--- src/rtl/fpdu_pkg.sv ---
// Shared types and helpers for the fixed-point divider.
// Sign/magnitude extraction is common to the FPMU family.
package fpdu_pkg;

    typedef enum logic [1:0] {
        IDLE = 2'd0,
        DIV  = 2'd1,
        DONE = 2'd2
    } state_e;

    function automatic logic [31:0] fp_mag(
        input logic [31:0] x,
        input logic        neg
    );
        return neg ? 32'(-x) : x;
    endfunction

endpackage

--- src/rtl/fpdu_step.sv ---
// One restoring division iteration: shift in a dividend bit,
// trial-subtract the divisor, keep the difference if it fits.
module fpdu_step #(
    parameter int WIDTH = 8
) (
    input  logic [WIDTH-1:0] i_rem,
    input  logic             i_bit,
    input  logic [WIDTH-1:0] i_div,
    output logic [WIDTH-1:0] o_rem,
    output logic             o_q
);

    logic [WIDTH:0] w_sh;
    logic [WIDTH:0] w_diff;

    assign w_sh   = {i_rem, i_bit};
    assign w_diff = w_sh - {1'b0, i_div};
    assign o_q    = (w_sh >= {1'b0, i_div});
    assign o_rem  = o_q ? w_diff[WIDTH-1:0] : w_sh[WIDTH-1:0];

endmodule

--- src/rtl/fpdu_seq.sv ---
// Sequential restoring fixed-point divider, one quotient bit per clock,
// with saturation and divide-by-zero reporting.
module fpdu_seq
    import fpdu_pkg::*;
#(
    parameter int SIGN         = 1,
    parameter int WIDTH        = 8,
    parameter int FP_POSITIONS = 4
) (
    input  logic             clk,
    input  logic             rst_n,
    input  logic             in_valid,
    output logic             in_ready,
    input  logic [WIDTH-1:0] a,
    input  logic [WIDTH-1:0] b,
    output logic             out_valid,
    input  logic             out_ready,
    output logic [WIDTH-1:0] out_data,
    output logic             overflow,
    output logic             div_by_zero
);

    localparam int N  = WIDTH + FP_POSITIONS;
    localparam int CW = $clog2(N);

    localparam logic [N-1:0] LIM_P = N'((1 << (WIDTH - 1)) - 1);
    localparam logic [N-1:0] LIM_N = N'(1 << (WIDTH - 1));
    localparam logic [N-1:0] LIM_U = N'((1 << WIDTH) - 1);

    localparam logic [WIDTH-1:0] MAXP = {1'b0, {(WIDTH-1){1'b1}}};
    localparam logic [WIDTH-1:0] MINN = {1'b1, {(WIDTH-1){1'b0}}};

    state_e           r_state;
    logic [CW-1:0]    r_cnt;
    logic [N-1:0]     r_d;
    logic [N-1:0]     r_q;
    logic [WIDTH-1:0] r_rem;
    logic [WIDTH-1:0] r_bmag;
    logic             r_neg;

    logic             w_a_neg;
    logic             w_b_neg;
    logic [WIDTH-1:0] w_amag;
    logic [WIDTH-1:0] w_bmag;
    logic [WIDTH-1:0] w_rem;
    logic             w_qbit;
    logic [N-1:0]     w_q;
    logic [WIDTH-1:0] w_res;
    logic             w_ovf;

    assign w_a_neg = (SIGN != 0) && a[WIDTH-1];
    assign w_b_neg = (SIGN != 0) && b[WIDTH-1];
    assign w_amag  = WIDTH'(fp_mag(32'(a), w_a_neg));
    assign w_bmag  = WIDTH'(fp_mag(32'(b), w_b_neg));

    fpdu_step #(
        .WIDTH(WIDTH)
    ) u_step (
        .i_rem(r_rem),
        .i_bit(r_d[N-1]),
        .i_div(r_bmag),
        .o_rem(w_rem),
        .o_q  (w_qbit)
    );

    assign w_q = {r_q[N-2:0], w_qbit};

    // A zero quotient negates to zero, so -0 never appears.
    always_comb begin
        w_res = w_q[WIDTH-1:0];
        w_ovf = 1'b0;
        if (SIGN == 0) begin
            if (w_q > LIM_U) begin
                w_res = '1;
                w_ovf = 1'b1;
            end
        end else if (r_neg) begin
            if (w_q > LIM_N) begin
                w_res = MINN;
                w_ovf = 1'b1;
            end else begin
                w_res = -w_q[WIDTH-1:0];
            end
        end else if (w_q > LIM_P) begin
            w_res = MAXP;
            w_ovf = 1'b1;
        end
    end

    always_ff @(posedge clk or negedge rst_n) begin
        if (!rst_n) begin
            r_state     <= IDLE;
            r_cnt       <= '0;
            r_d         <= '0;
            r_q         <= '0;
            r_rem       <= '0;
            r_bmag      <= '0;
            r_neg       <= 1'b0;
            in_ready    <= 1'b1;
            out_valid   <= 1'b0;
            out_data    <= '0;
            overflow    <= 1'b0;
            div_by_zero <= 1'b0;
        end else begin
            unique case (r_state)
                IDLE: begin
                    if (in_valid && in_ready) begin
                        in_ready <= 1'b0;
                        if (b == '0) begin
                            r_state     <= DONE;
                            out_valid   <= 1'b1;
                            overflow    <= 1'b0;
                            div_by_zero <= 1'b1;
                            if (SIGN == 0) begin
                                out_data <= '1;
                            end else begin
                                out_data <= a[WIDTH-1] ? MINN : MAXP;
                            end
                        end else begin
                            r_state <= DIV;
                            r_cnt   <= '0;
                            r_d     <= N'(w_amag) << FP_POSITIONS;
                            r_q     <= '0;
                            r_rem   <= '0;
                            r_bmag  <= w_bmag;
                            r_neg   <= w_a_neg ^ w_b_neg;
                        end
                    end
                end
                DIV: begin
                    r_d   <= {r_d[N-2:0], 1'b0};
                    r_q   <= w_q;
                    r_rem <= w_rem;
                    r_cnt <= r_cnt + 1'b1;
                    if (r_cnt == CW'(N - 1)) begin
                        r_state     <= DONE;
                        out_valid   <= 1'b1;
                        out_data    <= w_res;
                        overflow    <= w_ovf;
                        div_by_zero <= 1'b0;
                    end
                end
                DONE: begin
                    if (out_valid && out_ready) begin
                        r_state   <= IDLE;
                        out_valid <= 1'b0;
                        in_ready  <= 1'b1;
                    end
                end
                default: r_state <= IDLE;
            endcase
        end
    end

endmodule
--- config.mk ---
export PLATFORM = sky130hd
export DESIGN_NAME = fpdu_seq
export DESIGN_NICKNAME = d
export VERILOG_FILES = /design/src/rtl/fpdu_pkg.sv /design/src/rtl/fpdu_step.sv /design/src/rtl/fpdu_seq.sv
export SDC_FILE = /design/constraint.sdc
export NUM_CORES = 1
export LEC_CHECK = 0
export ABC_AREA = 1
export BUFFER_PORTS_ARGS = -buffer_cell sky130_fd_sc_hd__buf_2
export CAP_MARGIN = 20
export CORE_MARGIN = 2
export CORE_UTILIZATION = 53
export CTS_CLUSTER_SIZE = 25
export DETAILED_ROUTE_END_ITERATION = 7
export PLACE_DENSITY = 0.76
export SYNTH_ARGS = -nofsm -noshare
export SYNTH_HDL_FRONTEND = slang
export SYNTH_SLANG_ARGS = --single-unit
--- constraint.sdc ---
create_clock -name clk -period 2.3 [get_ports clk]
set_input_delay 0.115 -clock clk [delete_from_list [all_inputs] [get_ports clk]]
set_output_delay 0.115 -clock clk [all_outputs]
set_load 0.02 [all_outputs]
Yosys cells after proc, flatten, opt, wreduce, memory -nomap -nowiden --
Index checks and enable logic that the tools add are counted. W data, S select, Z words.
Storage, ports and cells: bits in registers 58, input bits 20, output and inout port bits 12, word-level logic and storage cells 88
Cells by class: add/sub/neg operators 5, $lt $le $gt $ge 3, eq/ne operators 8, mux-type cells 45, bitwise operators 2, reductions and logical operators 13
Operators with widths (count):
- $mux W8 | 12
- $pmux W8 S2 | 2
- $mux W12 | 2
- $neg A8 Y8 | 3
- $pmux W12 S2 | 1
- $mux W11 | 2
- $pmux W11 S2 | 1
- $mux W1 | 13
- $gt A12 B7 Y1 const B | 1
- $gt A12 B8 Y1 const B | 1
- $reduce_and A3 Y1 | 4
- $ne A2 B2 Y1 const B | 5
- $ge A9 B8 Y1 | 1
- $logic_not A8 Y1 | 1
- $mux W2 | 4
- $mux W4 | 2
- $pmux W4 S2 | 1
- $sub A8 B8 Y8 | 1
- $pmux W1 S2 | 3
- $pmux W2 S3 | 1
- $reduce_and A5 Y1 | 1
- $add A4 B1 Y4 const B | 1
- $eq A4 B4 Y1 const B | 1
- $reduce_and A4 Y1 | 1
- 9 further kinds | 11

Depth between registers and ports, before layout --
Gate-level depths: netlist of run 1.
depth after elaboration 6, mapped depth 19, gate-level depth less buffers 19

By module --
Synthesis of run 1 repeated with hierarchy kept, for this count alone.
Second synthesis, totals: cell total of the unflattened synthesis 465, area, all modules 3503.4 µm²
Modules (own cells, without submodules):
- fpdu_seq | times used 1, cells an instance 356, area an instance 2849.0 µm², sequential area each 1352.5 µm²
- fpdu_step | times used 1, cells an instance 109, area an instance 654.4 µm², sequential area each 0.0 µm²

Worst setup path before layout of run 1 --
No wires, ideal clock.
kind flip-flop to flip-flop, start point register r_rem[3], end point register out_data[6], setup time 0.065 ns, arrival 2.452 ns, data required time 2.235 ns, slack -0.217 ns, cell stages (with the launch flop) 16, path buffers 0, period minus slack after synthesis 2.517 ns, cell sequence dfrtp_1 > ha_1 > a21oi_1 > nand3_2 > a21oi_4 > ha_1 > inv_1 > nor2_1 > nand3_1 > nand2_1 > nand2_1 > nor2_1 > nand3_1 > o211ai_1 > nand2_1 > nand2_1
Between the ends: longest elaborated chain between the ends 6, elaborated cells between the ends (all ways) 9, those cells by class add/sub: 1; order compare: 3; mux: 5
RTL lines:
- start: declaration | RTL line fpdu_seq.sv:37 | logic [WIDTH-1:0] r_rem;
- start signal: assignment | RTL line fpdu_seq.sv:133 | r_rem <= w_rem;
- $ge A9 B8 Y1 * | RTL line fpdu_step.sv:18 | assign o_q = (w_sh >= {1'b0, i_div});
- $gt A12 B7 Y1, or another cell as far along | RTL line fpdu_seq.sv:84 | end else if (w_q > LIM_P) begin
- $mux W8, on equally long branches | RTL line fpdu_seq.sv:84, fpdu_seq.sv:78
- $mux W8 * | RTL line fpdu_seq.sv:77 | end else if (r_neg) begin
- $mux W8 * | RTL line fpdu_seq.sv:135 | if (r_cnt == CW'(N - 1)) begin
- $pmux W8 S2 * | RTL line fpdu_seq.sv:105 | unique case (r_state)
- end signal: assignment | RTL line fpdu_seq.sv:117 | out_data <= a[WIDTH-1] ? MINN : MAXP;
- end signal: assignment | RTL line fpdu_seq.sv:138 | out_data <= w_res;
- end: declaration | RTL line fpdu_seq.sv:18 | output logic [WIDTH-1:0] out_data,
Mark *: on every way between the ends. The rest lies on a longest branch, timed or not. The select of a mux whose other input is x is not followed. A chain may end at the register's enable or synchronous reset.

Worst setup path in the final report of run 1 --
start point register r_bmag[2], end point register out_data[3]
Between the ends: longest elaborated chain between the ends 6, elaborated cells between the ends (all ways) 9, those cells by class add/sub: 1; order compare: 3; mux: 5
RTL lines:
- start: declaration | RTL line fpdu_seq.sv:38 | logic [WIDTH-1:0] r_bmag;
- start signal: assignment | RTL line fpdu_seq.sv:125 | r_bmag <= w_bmag;
- $ge A9 B8 Y1 * | RTL line fpdu_step.sv:18
- $gt A12 B7 Y1, or another cell as far along | RTL line fpdu_seq.sv:84
- $mux W8, on equally long branches | RTL line fpdu_seq.sv:84, fpdu_seq.sv:78
- $mux W8 * | RTL line fpdu_seq.sv:77
- $mux W8 * | RTL line fpdu_seq.sv:135
- $pmux W8 S2 * | RTL line fpdu_seq.sv:105
Marks and branches as above.

==> reports/metrics.yaml, run 1 <==
clockRootBuffer: "clkbuf_8"
numPortBuffers: 31
cp-startpoint: "r_bmag[2]$_DFFE_PN0P_"
clkLatencyLatePin_ns: 0.32
path_class: "reg2reg"
status: "finished with violations"
hold_viol_final: 0
cts_made_buffers: 5
ant_nets: 0
min_path_type: "in2reg"
cp.required_ns: 2.57
final_common_cell: "nand2_1"
rr_worst_depth: 18
fmax_ghz: 0.4239
drcViolationCount: 0
clkSinkCount: 54
r2r_end: "out_data[3]$_DFFE_PN0P_"
yosys_register_bits: 54
setup_slack_ns: -0.05905
r2r_setup_slack_ns: -0.06
drv_slew: 0
p_total_mw: 6.176
ys_warn_count: 0
ys_seq_area_share_pct: 42.06
cts_tree: "built"
cts.clk_slew.worst_paths_ns: 0.11
rr_startpoint: "r_bmag[2]$_DFFE_PN0P_"
htreeDepth: 2
wirelength_mm: 8.190
die_y_um: 81.89
wire_per_inst_um: 14.73
crit_path_end_kind: "register"
syn_inst: 418
critPathCapture: "out_data[3]$_DFFE_PN0P_"
yosysUniqueCellTypes: 39
worstPathArrival_ns: 2.63
ios: 32
final_core_util_pct: 67.07
fp-row-count: 28
dp.cells: 537
die_w_um: 81.89
layoutNonFillerInstCount: 556
syn_nets: 451
syn-cell-area_sq_um: 3216
crit_fanout: 5
syn_to_final_growth_pct: 22.76
grt_pass1_wl_mm: 13.33
clock_skew_ns: 0.006899
num-nets-final: 513
dpl.hpwl_mm: 5.594
avgSynthCellArea_sq_um: 7.693
whs_path_depth: 2
die-area_sq_um: 6706
diodes: 0
drt_iter0_markers: 193
grt_use_total_pct: 25.75
period_needed_ns: 2.359
slew_headroom_pct: 52.61
first_pass_iters: 5
setup_violations: 6
grt_pass1_vias: 2835
timing.final.crit_share_pct: 102.6
overflow: 0
pre_cts_ws_ns: -0.08249
antenna_found_initial: 0
start_kind: "register"
layout_common_cells: "nand2_1 (107), dfrtp_1 (53), inv_1 (43), buf_4 (36), nor2_1 (33)"
num_vias: 3045
violations: "negative setup slack"
coreArea_sq_um: 5886
total_leakage_power_nw: 1.957
drive_above_1_share_pct: 25.36
grt_max_degree: 55
cap_violations: 0
clock_path_buffers: 2
rsz0062_at_grt: "yes"
p_per_area_nw_per_um2: 1564
start_util_pct: 54.63
routabilityCongestion: 0.9057
viasPerCell: 5.477
ir_drop_mv: 0.8816
tightestPinTransition_ns: 0.7108
nFillCells: 495
## stage by stage
stage	hold WS (ns)	TNS, ns	area, sq um
floorplan	-0.1806	-0.1726	3312
global placement	0.2898	-0.2424	3681
detailed placement	0.2901	-0.3229	3681
CTS	0.05186	0	3851
global route	0.07281	-1.374	3948
finish	0.05687	-0.1854	3948
## critical path: stages, from the launching register on
cell,delay [ns]
dfrtp_1,0.39
inv_2,0.08
ha_4,0.22
nand2_2,0.06
nand2_2,0.06
nand2_2,0.09
nand3_4,0.09
a21oi_4,0.16
ha_2,0.20
inv_2,0.05
nor2_4,0.10
nand3_2,0.09
nand2_2,0.07
nand2_2,0.08
nor2_4,0.21
nand3_1,0.14
nand2_1,0.09
nand2_1,0.06
nand2_1,0.06
## timing repair
action / CTS / global route
setup endpoints to repair: 8 / 9
pin swaps: 6 / 9
resized for setup: 8 / 11
buffers inserted: 4 / 6
endpoints found under the hold margin: 53 / 0
hold buffers: 1 / 0
## cell families (layout without fill, tap and decap cells)
family                   Yosys count  after routing  share of synthesized area, %
flip-flops                        54             54                         42.06
AND/OR/NAND/NOR                  189            189                         25.06
XOR/XNOR                          12             12                         3.268
AO/OA/AOI/OAI                     83             83                         15.60
buffers and inverters             67            130                         8.716
adder cells (fa/ha/maj)           13             13                         5.292
## Yosys cell counts (all sizes together)
cell | instances | area, sq um
nand2 | 115 | 431.7
inv | 54 | 205.2
dfrtp | 53 | 1326
o21ai | 39 | 195.2
nor2 | 38 | 160.2
nand3 | 21 | 110.1
a21oi | 15 | 90.09
ha | 12 | 150.1
o22ai | 12 | 75.07
xor2 | 11 | 96.34
buf | 9 | 60.06
nor3 | 8 | 45.04
o211ai | 7 | 52.55
clkbuf | 4 | 15.01
nand4 | 4 | 40.04
a31oi | 3 | 18.77
a22o | 2 | 17.52
nor4 | 2 | 12.51
o21bai | 2 | 26.28
a32o | 1 | 10.01
a41oi | 1 | 8.760
dfstp | 1 | 26.28
fa | 1 | 20.02
o31ai | 1 | 7.510
or2 | 1 | 6.260
xnor2 | 1 | 8.760
## metal layers
layer / up-vias / share of wire (%) / wire (um) / global-route usage (%)
li1: 1486 / - / - / -
met1: 1465 / 44 / 3636 / 35.41
met2: 86 / 50 / 4135 / 43.82
met3: 8 / 4.1 / 337 / 2.967
met4: 0 / 0.98 / 80 / 5.667
met5: - / 0 / 0 / 0
## worst min-delay path by stage
stage	start	to	slack, ns
floorplan	rst_n	div_by_zero$_DFFE_PN0P_	-0.18
CTS	out_ready	in_ready$_DFFE_PN1P_	0.05
finish	out_ready	in_ready$_DFFE_PN1P_	0.06
global placement	rst_n	r_rem[2]$_DFFE_PN0P_	0.29
detailed placement	rst_n	r_rem[2]$_DFFE_PN0P_	0.29
global route	out_ready	in_ready$_DFFE_PN1P_	0.07
## area by class of cell
cell class,count,area (sq um),share of cell area (%)
multi-input combinational,297,1763,44.66
sequential,54,1353,34.26
timing repair buffer,68,435.4,11.03
inverter,54,205.2,5.198
tap,75,93.84,2.377
clock buffer,5,68.82,1.743
clock inverter,3,28.78,0.7290
## report_power, final
part | switching, mW | internal (mW) | leakage [nW]
clock | 0.362 | 0.229 | 0.0506
combinational | 2.29 | 1.67 | 1.21
sequential | 0.291 | 1.33 | 0.692
total | 2.94 | 3.23 | 1.96
## registers in the layout, summed over array words and instances, names as in the netlist, 2 cells and up
| register | cells |
|---|---|
| r_cnt | 4 |
| r_q | 11 |
| r_rem | 8 |
| out_data | 8 |
| r_d | 8 |
| r_bmag | 8 |
| r_state | 2 |
No activity file was read; power rests on OpenSTA's default activity.
==> inputs of run 2 (changes only) <==
CORE_UTILIZATION = 59   (was 53)
PLACE_DENSITY = 0.8   (was 0.76)
SETUP_SLACK_MARGIN = 0.3   (was default)
clock period = 2.46 ns   (was 2.3 ns; I/O delays follow)
==> run 2 against run 1 <==
Compared with the run above: via count is 1.9% lower; the flow now finishes without violations; register-to-register slack better by 0.13 ns; total power shrank 11%; clock power decreased by 5.6%; critical path depth decreased by 1.
==> reports/metrics.yaml, run 2 (same netlist as run 1, synthesis figures left out) <==
status: "finished, final reports clean"  # was finished with violations
rr_startpoint: "r_bmag[0]$_DFFE_PN0P_"  # was r_bmag[2]$_DFFE_PN0P_
crit_top_cell: "nand2_1"  # was nand2_2
min_to: "in_ready$_DFFE_PN1P_"  # unchanged
routabilityCongestion: 0.9480  # was 0.9057
coreArea_sq_um: 5172  # was 5886 sq um
die-area_sq_um: 6057  # was 6706 sq um
whs_path_depth: 2  # unchanged
min_path_type: "in2reg"  # unchanged
r2r_setup_slack_ns: 0.07  # was -0.06 ns
drt_iter0_markers: 243  # was 193
crit_family: "simple AND/OR/NAND/NOR gates"  # unchanged
start_kind: "register"  # unchanged
wire_per_inst_um: 14.87  # was 14.73 um
r2r_end: "out_data[3]$_DFFE_PN0P_"  # unchanged
period_needed_ns: 2.390  # was 2.359 ns
die_y_um: 77.83  # was 81.89 um
overflow: 0  # unchanged
ir_drop_mv: 0.7383  # was 0.8816 mV
clkSinkCount: 54  # unchanged
p_per_area_nw_per_um2: 1437  # was 1564 nW/um^2
worstPathArrival_ns: 2.66  # was 2.63 ns
clock_path_buffers: 2  # unchanged
grt_use_total_pct: 28.08  # was 25.75%
ant_nets: 0  # unchanged
crit_buf_inv: 1  # was 2
timing.final.crit_share_pct: 97.16  # was 102.6%
worstHoldStart: "out_ready"  # unchanged
grt_max_degree: 35  # was 55
cts_made_buffers: 5  # unchanged
crit_fanout: 5  # unchanged
rr_worst_depth: 17  # was 18
syn_to_final_growth_pct: 18.52  # was 22.76%
fp-row-count: 26  # was 28
cts_tree: "built"  # unchanged
final_common_cell: "nand2_1"  # unchanged
grt_pass1_wl_mm: 13.49  # was 13.33 mm
drcViolationCount: 0  # unchanged
dpl.hpwl_mm: 5.279  # was 5.594 mm
clkLatencyLatePin_ns: 0.33  # was 0.32 ns
fin_area_sq_um: 3811  # was 3948 sq um
clock_skew_ns: 0.01005  # was 0.006899 ns
die_w_um: 77.83  # was 81.89 um
num_vias: 2986  # was 3,045
slowest_stage: "dfrtp_1"  # unchanged
diodes: 0  # unchanged
regMostFlops: "r_q"  # unchanged
grt_pass1_vias: 2888  # was 2,835
cts.clk_slew.worst_paths_ns: 0.10  # was 0.11 ns
largest_register_ffs: 11  # unchanged
hold_viol_final: 0  # unchanged
wirelength_mm: 7.943  # was 8.190 mm
path_cells: "ha_1 -> nand2_1 -> nor2_1 -> nand2_1 -> nand3_2 -> a21oi_4 -> ha_2 -> inv_2 -> nor2_4 -> nand3_2 -> nand2_2 -> nand2_4 -> nor2_4 -> nand3_1 -> nand2_1 -> nand2_1 -> nand2_1"  # was inv_2 -> ha_4 -> nand2_2 -> nand2_2 -> nand2_2 -> nand3_4 -> a21oi_4 -> ha_2 -> inv_2 -> nor2_4 -> nand3_2 -> nand2_2 -> nand2_2 -> nor2_4 -> nand3_1 -> nand2_1 -> nand2_1 -> nand2_1
cp.required_ns: 2.73  # was 2.57 ns
dp.cells: 511  # was 537
max_stage_delay_ns: 0.41  # was 0.39 ns
num-nets-final: 496  # was 513
drive_above_1_share_pct: 22.63  # was 25.36%
cap_violations: 0  # unchanged
slew_headroom_pct: 46.05  # was 52.61%
first_pass_iters: 5  # unchanged
ios: 32  # unchanged
numPortBuffers: 31  # unchanged
drv_slew: 0  # unchanged
place_area_sq_um: 3517  # was 3681 sq um
viasPerCell: 5.592  # was 5.477
rsz0062_at_grt: "yes"  # unchanged
final_core_util_pct: 73.68  # was 67.07%
total_leakage_power_nw: 1.881  # was 1.957 nW
fmax_ghz: 0.4184  # was 0.4239 GHz
antenna_found_initial: 0  # unchanged
htreeDepth: 2  # unchanged
tightestPinTransition_ns: 0.8019  # was 0.7108 ns
setup_violations: 0  # was 6
clockRootBuffer: "clkbuf_8"  # unchanged
start_util_pct: 62.17  # was 54.63%
layout_common_cells: "nand2_1 (106), dfrtp_1 (53), inv_1 (42), nor2_1 (32), buf_2 (31)"  # was nand2_1 (107), dfrtp_1 (53), inv_1 (43), buf_4 (36), nor2_1 (33)
path_class: "reg2reg"  # unchanged
crit_path_end_kind: "register"  # unchanged
layoutNonFillerInstCount: 534  # was 556
## run 2: changes by cell type in the layout (fill, tap and decap cells not counted), sizes merged
cell	previous run	this run
buf	67	50
inv	56	54
clkbuf	5	6
clkinv	1	2
## run 2: how the worst max path moves through the flow
| stage | from | endpoint | slack (ns) | cells past startpoint |
|---|---|---|---|---|
| 2_1_floorplan | r_bmag[2]$_DFFE_PN0P_ | out_data[6]$_DFFE_PN0P_ | 0.11 | 18 |
| 3_3_place_gp | r_bmag[4]$_DFFE_PN0P_ | out_data[6]$_DFFE_PN0P_ | 0.11 | 18 |
| 3_5_place_dp | r_rem[1]$_DFFE_PN0P_ | out_data[6]$_DFFE_PN0P_ | 0.07 | 17 |
| 4_1_cts | r_bmag[3]$_DFFE_PN0P_ | out_data[6]$_DFFE_PN0P_ | 0.20 | 18 |
| 5_1_grt | r_bmag[0]$_DFFE_PN0P_ | out_data[4]$_DFFE_PN0P_ | -0.11 | 17 |
| 6_report | r_bmag[0]$_DFFE_PN0P_ | out_data[3]$_DFFE_PN0P_ | 0.07 | 17 |
## run 2: per-stage QoR
| step | hold WS (ns) | setup WS [ns] | TNS, ns | total power [mW] |
|---|---|---|---|---|
| 5_1_grt | 0.08561 | -0.1052 | -0.5219 | 5.925 |
| 3_3_place_gp | 0.1005 | 0.1121 | 0 | 4.392 |
| 2_1_floorplan | -0.1726 | 0.1111 | 0 | 3.832 |
| 6_report | 0.06927 | 0.06975 | 0 | 5.478 |
| 3_5_place_dp | 0.1046 | 0.07419 | 0 | 4.469 |
| 4_1_cts | 0.07563 | 0.2004 | 0 | 5.282 |
## run 2: layout make-up
class                      instances  area (sq um)
multi-input combinational        297          1755
timing repair buffer              51         307.8
inverter                          54         207.7
tap                               70         87.58
clock inverter                     2         17.52
clock buffer                       6         82.58
sequential                        54          1353
fill                             392          1361
## run 2: report_power, final
| group | leakage (nW) | internal (mW) | total, mW | switching [mW] |
|---|---|---|---|---|
| combinational | 1.14 | 1.34 | 3.40 | 2.06 |
| sequential | 0.692 | 1.24 | 1.52 | 0.274 |
| clock | 0.0514 | 0.233 | 0.558 | 0.325 |
| total | 1.88 | 2.82 | 5.48 | 2.66 |
## run 2: repair_timing
| item | CTS | global route |
|---|---|---|
| hold buffers | 1 | 0 |
| buffers inserted | 10 | 4 |
| pin swaps | 13 | 6 |
| resized for setup | 14 | 9 |
| endpoints found under the hold margin | 20 | 0 |
| setup endpoints to repair | 9 | 9 |
## run 2: routing by layer
layer | GRT usage (%) | up-vias | routed length (um)
met1 | 38.06 | 1407 | 3593
met4 | 9.821 | 0 | 144
met5 | 0 | - | 0
li1 | - | 1457 | -
met2 | 45.69 | 110 | 3764
met3 | 4.651 | 12 | 441
==> inputs of run 3 (changes only) <==
CORE_ASPECT_RATIO = 0.5   (was default)
==> run 3 against run 2 <==
Compared with the run above: fmax is 2.0% lower; non-clock buffer count up 11; die area rose by 0.59%; first-iteration DRC count shrank 19%; critical endpoint is now out_data[1]$_DFFE_PN0P_; largest power group unchanged; highest routed layer unchanged.
==> reports/metrics.yaml, run 3 (same netlist as run 1, synthesis figures left out) <==
worstHoldStart: "out_ready"  # unchanged
final_common_cell: "nand2_1"  # unchanged
clockRootBuffer: "clkbuf_8"  # unchanged
worstPathArrival_ns: 2.70  # was 2.66 ns
layout_common_cells: "nand2_1 (103), dfrtp_1 (53), inv_1 (42), nor2_1 (31), buf_2 (31)"  # was nand2_1 (106), dfrtp_1 (53), inv_1 (42), nor2_1 (32), buf_2 (31)
die_y_um: 56.20  # was 77.83 um
cts_tree: "built"  # unchanged
regMostFlops: "r_q"  # unchanged
r2r_end: "out_data[1]$_DFFE_PN0P_"  # was out_data[3]$_DFFE_PN0P_
ant_nets: 0  # unchanged
p_per_area_nw_per_um2: 1503  # was 1437 nW/um^2
ir_drop_mv: 0.7998  # was 0.7383 mV
min_path_type: "in2reg"  # unchanged
num_vias: 3032  # was 2,986
num-nets-final: 507  # was 496
clock_path_buffers: 2  # unchanged
start_kind: "register"  # unchanged
syn_to_final_growth_pct: 23.00  # was 18.52%
whs_path_depth: 2  # unchanged
path_cells: "inv_2 -> ha_4 -> nand2_4 -> nor2_4 -> nand2_2 -> nand3_4 -> a21oi_4 -> ha_2 -> inv_2 -> nor2_4 -> nand3_2 -> nand2_2 -> nand2_4 -> nor2_4 -> nand2_1 -> o211ai_1 -> nand2_1 -> nand2_1"  # was ha_1 -> nand2_1 -> nor2_1 -> nand2_1 -> nand3_2 -> a21oi_4 -> ha_2 -> inv_2 -> nor2_4 -> nand3_2 -> nand2_2 -> nand2_4 -> nor2_4 -> nand3_1 -> nand2_1 -> nand2_1 -> nand2_1
overflow: 0  # unchanged
routabilityCongestion: 0.9001  # was 0.9480
first_pass_iters: 5  # unchanged
coreArea_sq_um: 5090  # was 5172 sq um
drive_above_1_share_pct: 25.89  # was 22.63%
status: "finished, final reports clean"  # unchanged
rsz0062_at_grt: "yes"  # unchanged
drt_iter0_markers: 197  # was 243
total_leakage_power_nw: 1.951  # was 1.881 nW
clkSinkCount: 54  # unchanged
ios: 32  # unchanged
path_class: "reg2reg"  # unchanged
viasPerCell: 5.563  # was 5.592
cp.required_ns: 2.72  # was 2.73 ns
timing.final.crit_share_pct: 99.16  # was 97.16%
clock_skew_ns: 0.01338  # was 0.01005 ns
setup_violations: 0  # unchanged
dpl.hpwl_mm: 5.767  # was 5.279 mm
htreeDepth: 2  # unchanged
numPortBuffers: 31  # unchanged
grt_use_met3_pct: 5.269  # was 4.651%
cts_made_buffers: 5  # unchanged
grt_max_degree: 55  # was 35
wire_per_inst_um: 15.46  # was 14.87 um
grt_pass1_vias: 2884  # was 2,888
hold_viol_final: 0  # unchanged
grt_use_met2_pct: 47.59  # was 45.69%
rr_worst_depth: 18  # was 17
tightestPinTransition_ns: 0.8150  # was 0.8019 ns
grt_util_met1_pct: 37.76  # was 38.06%
cts.clk_slew.worst_paths_ns: 0.11  # was 0.10 ns
clkLatencyLatePin_ns: 0.32  # was 0.33 ns
die_w_um: 108.4  # was 77.83 um
drcViolationCount: 0  # unchanged
max_stage_delay_ns: 0.40  # was 0.41 ns
grt.busiest_layer: "met2"  # unchanged
start_util_pct: 63.18  # was 62.17%
antenna_found_initial: 0  # unchanged
diodes: 0  # unchanged
grt_use_total_pct: 28.25  # was 28.08%
wirelength_mm: 8.428  # was 7.943 mm
grt_pass1_wl_mm: 13.35  # was 13.49 mm
period_needed_ns: 2.439  # was 2.390 ns
largest_register_ffs: 11  # unchanged
crit_path_end_kind: "register"  # unchanged
min_to: "in_ready$_DFFE_PN1P_"  # unchanged
fp-row-count: 18  # was 26
slew_headroom_pct: 45.16  # was 46.05%
rr_startpoint: "r_bmag[4]$_DFFE_PN0P_"  # was r_bmag[0]$_DFFE_PN0P_
fmax_ghz: 0.4099  # was 0.4184 GHz
crit_fanout: 5  # unchanged
p_total_mw: 5.944  # was 5.478 mW
die-area_sq_um: 6092  # was 6057 sq um
final_core_util_pct: 77.70  # was 73.68%
drv_slew: 0  # unchanged
cap_violations: 0  # unchanged
r2r_setup_slack_ns: 0.02  # was 0.07 ns
slowest_stage: "dfrtp_1"  # unchanged
run 3: power breakdown:
part	switching (mW)	leakage [nW]	total, mW	internal (mW)
clock network	0.324	0.0591	0.635	0.311
logic	2.23	1.20	3.77	1.54
registers	0.293	0.692	1.54	1.24
run 3: area by class of cell:
| class | instances | area, sq um |
|---|---|---|
| clock buffers | 5 | 68.82 |
| clock inverters | 3 | 47.55 |
| fillers | 368 | 1135 |
| inverters | 54 | 205.2 |
| multi-input cells | 297 | 1803 |
| flip-flops and latches | 54 | 1353 |
| well taps | 70 | 87.58 |
| repair buffers | 62 | 390.4 |
run 3: worst max-delay path by stage:
stage                          start                 endpoint  slack [ns]  cells past startpoint
4_1_cts         r_rem[3]$_DFFE_PN0P_  out_data[1]$_DFFE_PN0P_        0.13                     17
3_3_place_gp   r_bmag[2]$_DFFE_PN0P_  out_data[6]$_DFFE_PN0P_        0.13                     18
5_1_grt        r_bmag[4]$_DFFE_PN0P_  out_data[1]$_DFFE_PN0P_       -0.14                     18
2_1_floorplan  r_bmag[2]$_DFFE_PN0P_  out_data[6]$_DFFE_PN0P_        0.11                     18
3_5_place_dp   r_bmag[2]$_DFFE_PN0P_  out_data[1]$_DFFE_PN0P_        0.04                     18
6_report       r_bmag[4]$_DFFE_PN0P_  out_data[1]$_DFFE_PN0P_        0.02                     18
run 3: critical path, delay by kind of cell (launching register included):
kind | cells | cell delay, ns
AO/OA/AOI/OAI | 2 | 0.30
flip-flops | 1 | 0.40
buffers and inverters | 2 | 0.12
AND/OR/NAND/NOR | 12 | 1.11
adder cells (fa/ha/maj) | 2 | 0.45
run 3: metrics by stage:
| stage | cells | TNS [ns] | instance area [sq um] | hold slack, ns | worst slack [ns] |
|---|---|---|---|---|---|
| 2_1_floorplan | 418 | 0 | 3312 | -0.1726 | 0.1111 |
| 3_3_place_gp | 515 | 0 | 3547 | 0.2782 | 0.1259 |
| 3_5_place_dp | 515 | 0 | 3547 | 0.2966 | 0.03786 |
| 4_1_cts | 535 | 0 | 3779 | 0.07860 | 0.1270 |
| 5_1_grt | 545 | -0.8247 | 3955 | 0.08315 | -0.1373 |
| 6_report | 545 | 0 | 3955 | 0.07644 | 0.02058 |
run 3: per-layer routing:
layer | part of all wire (%) | vias to the layer above
met5 | 0 | -
met4 | 1.0 | 0
met3 | 5.9 | 11
met2 | 47 | 104
met1 | 46 | 1442
li1 | - | 1475
run 3: timing repair:
item                       in CTS  in global routing
resized for setup               5                 27
buffers inserted               11                 10
pin swaps                      12                 22
hold endpoints to repair       53                  0
setup endpoints to repair       9                  9
hold buffers                    1                  0
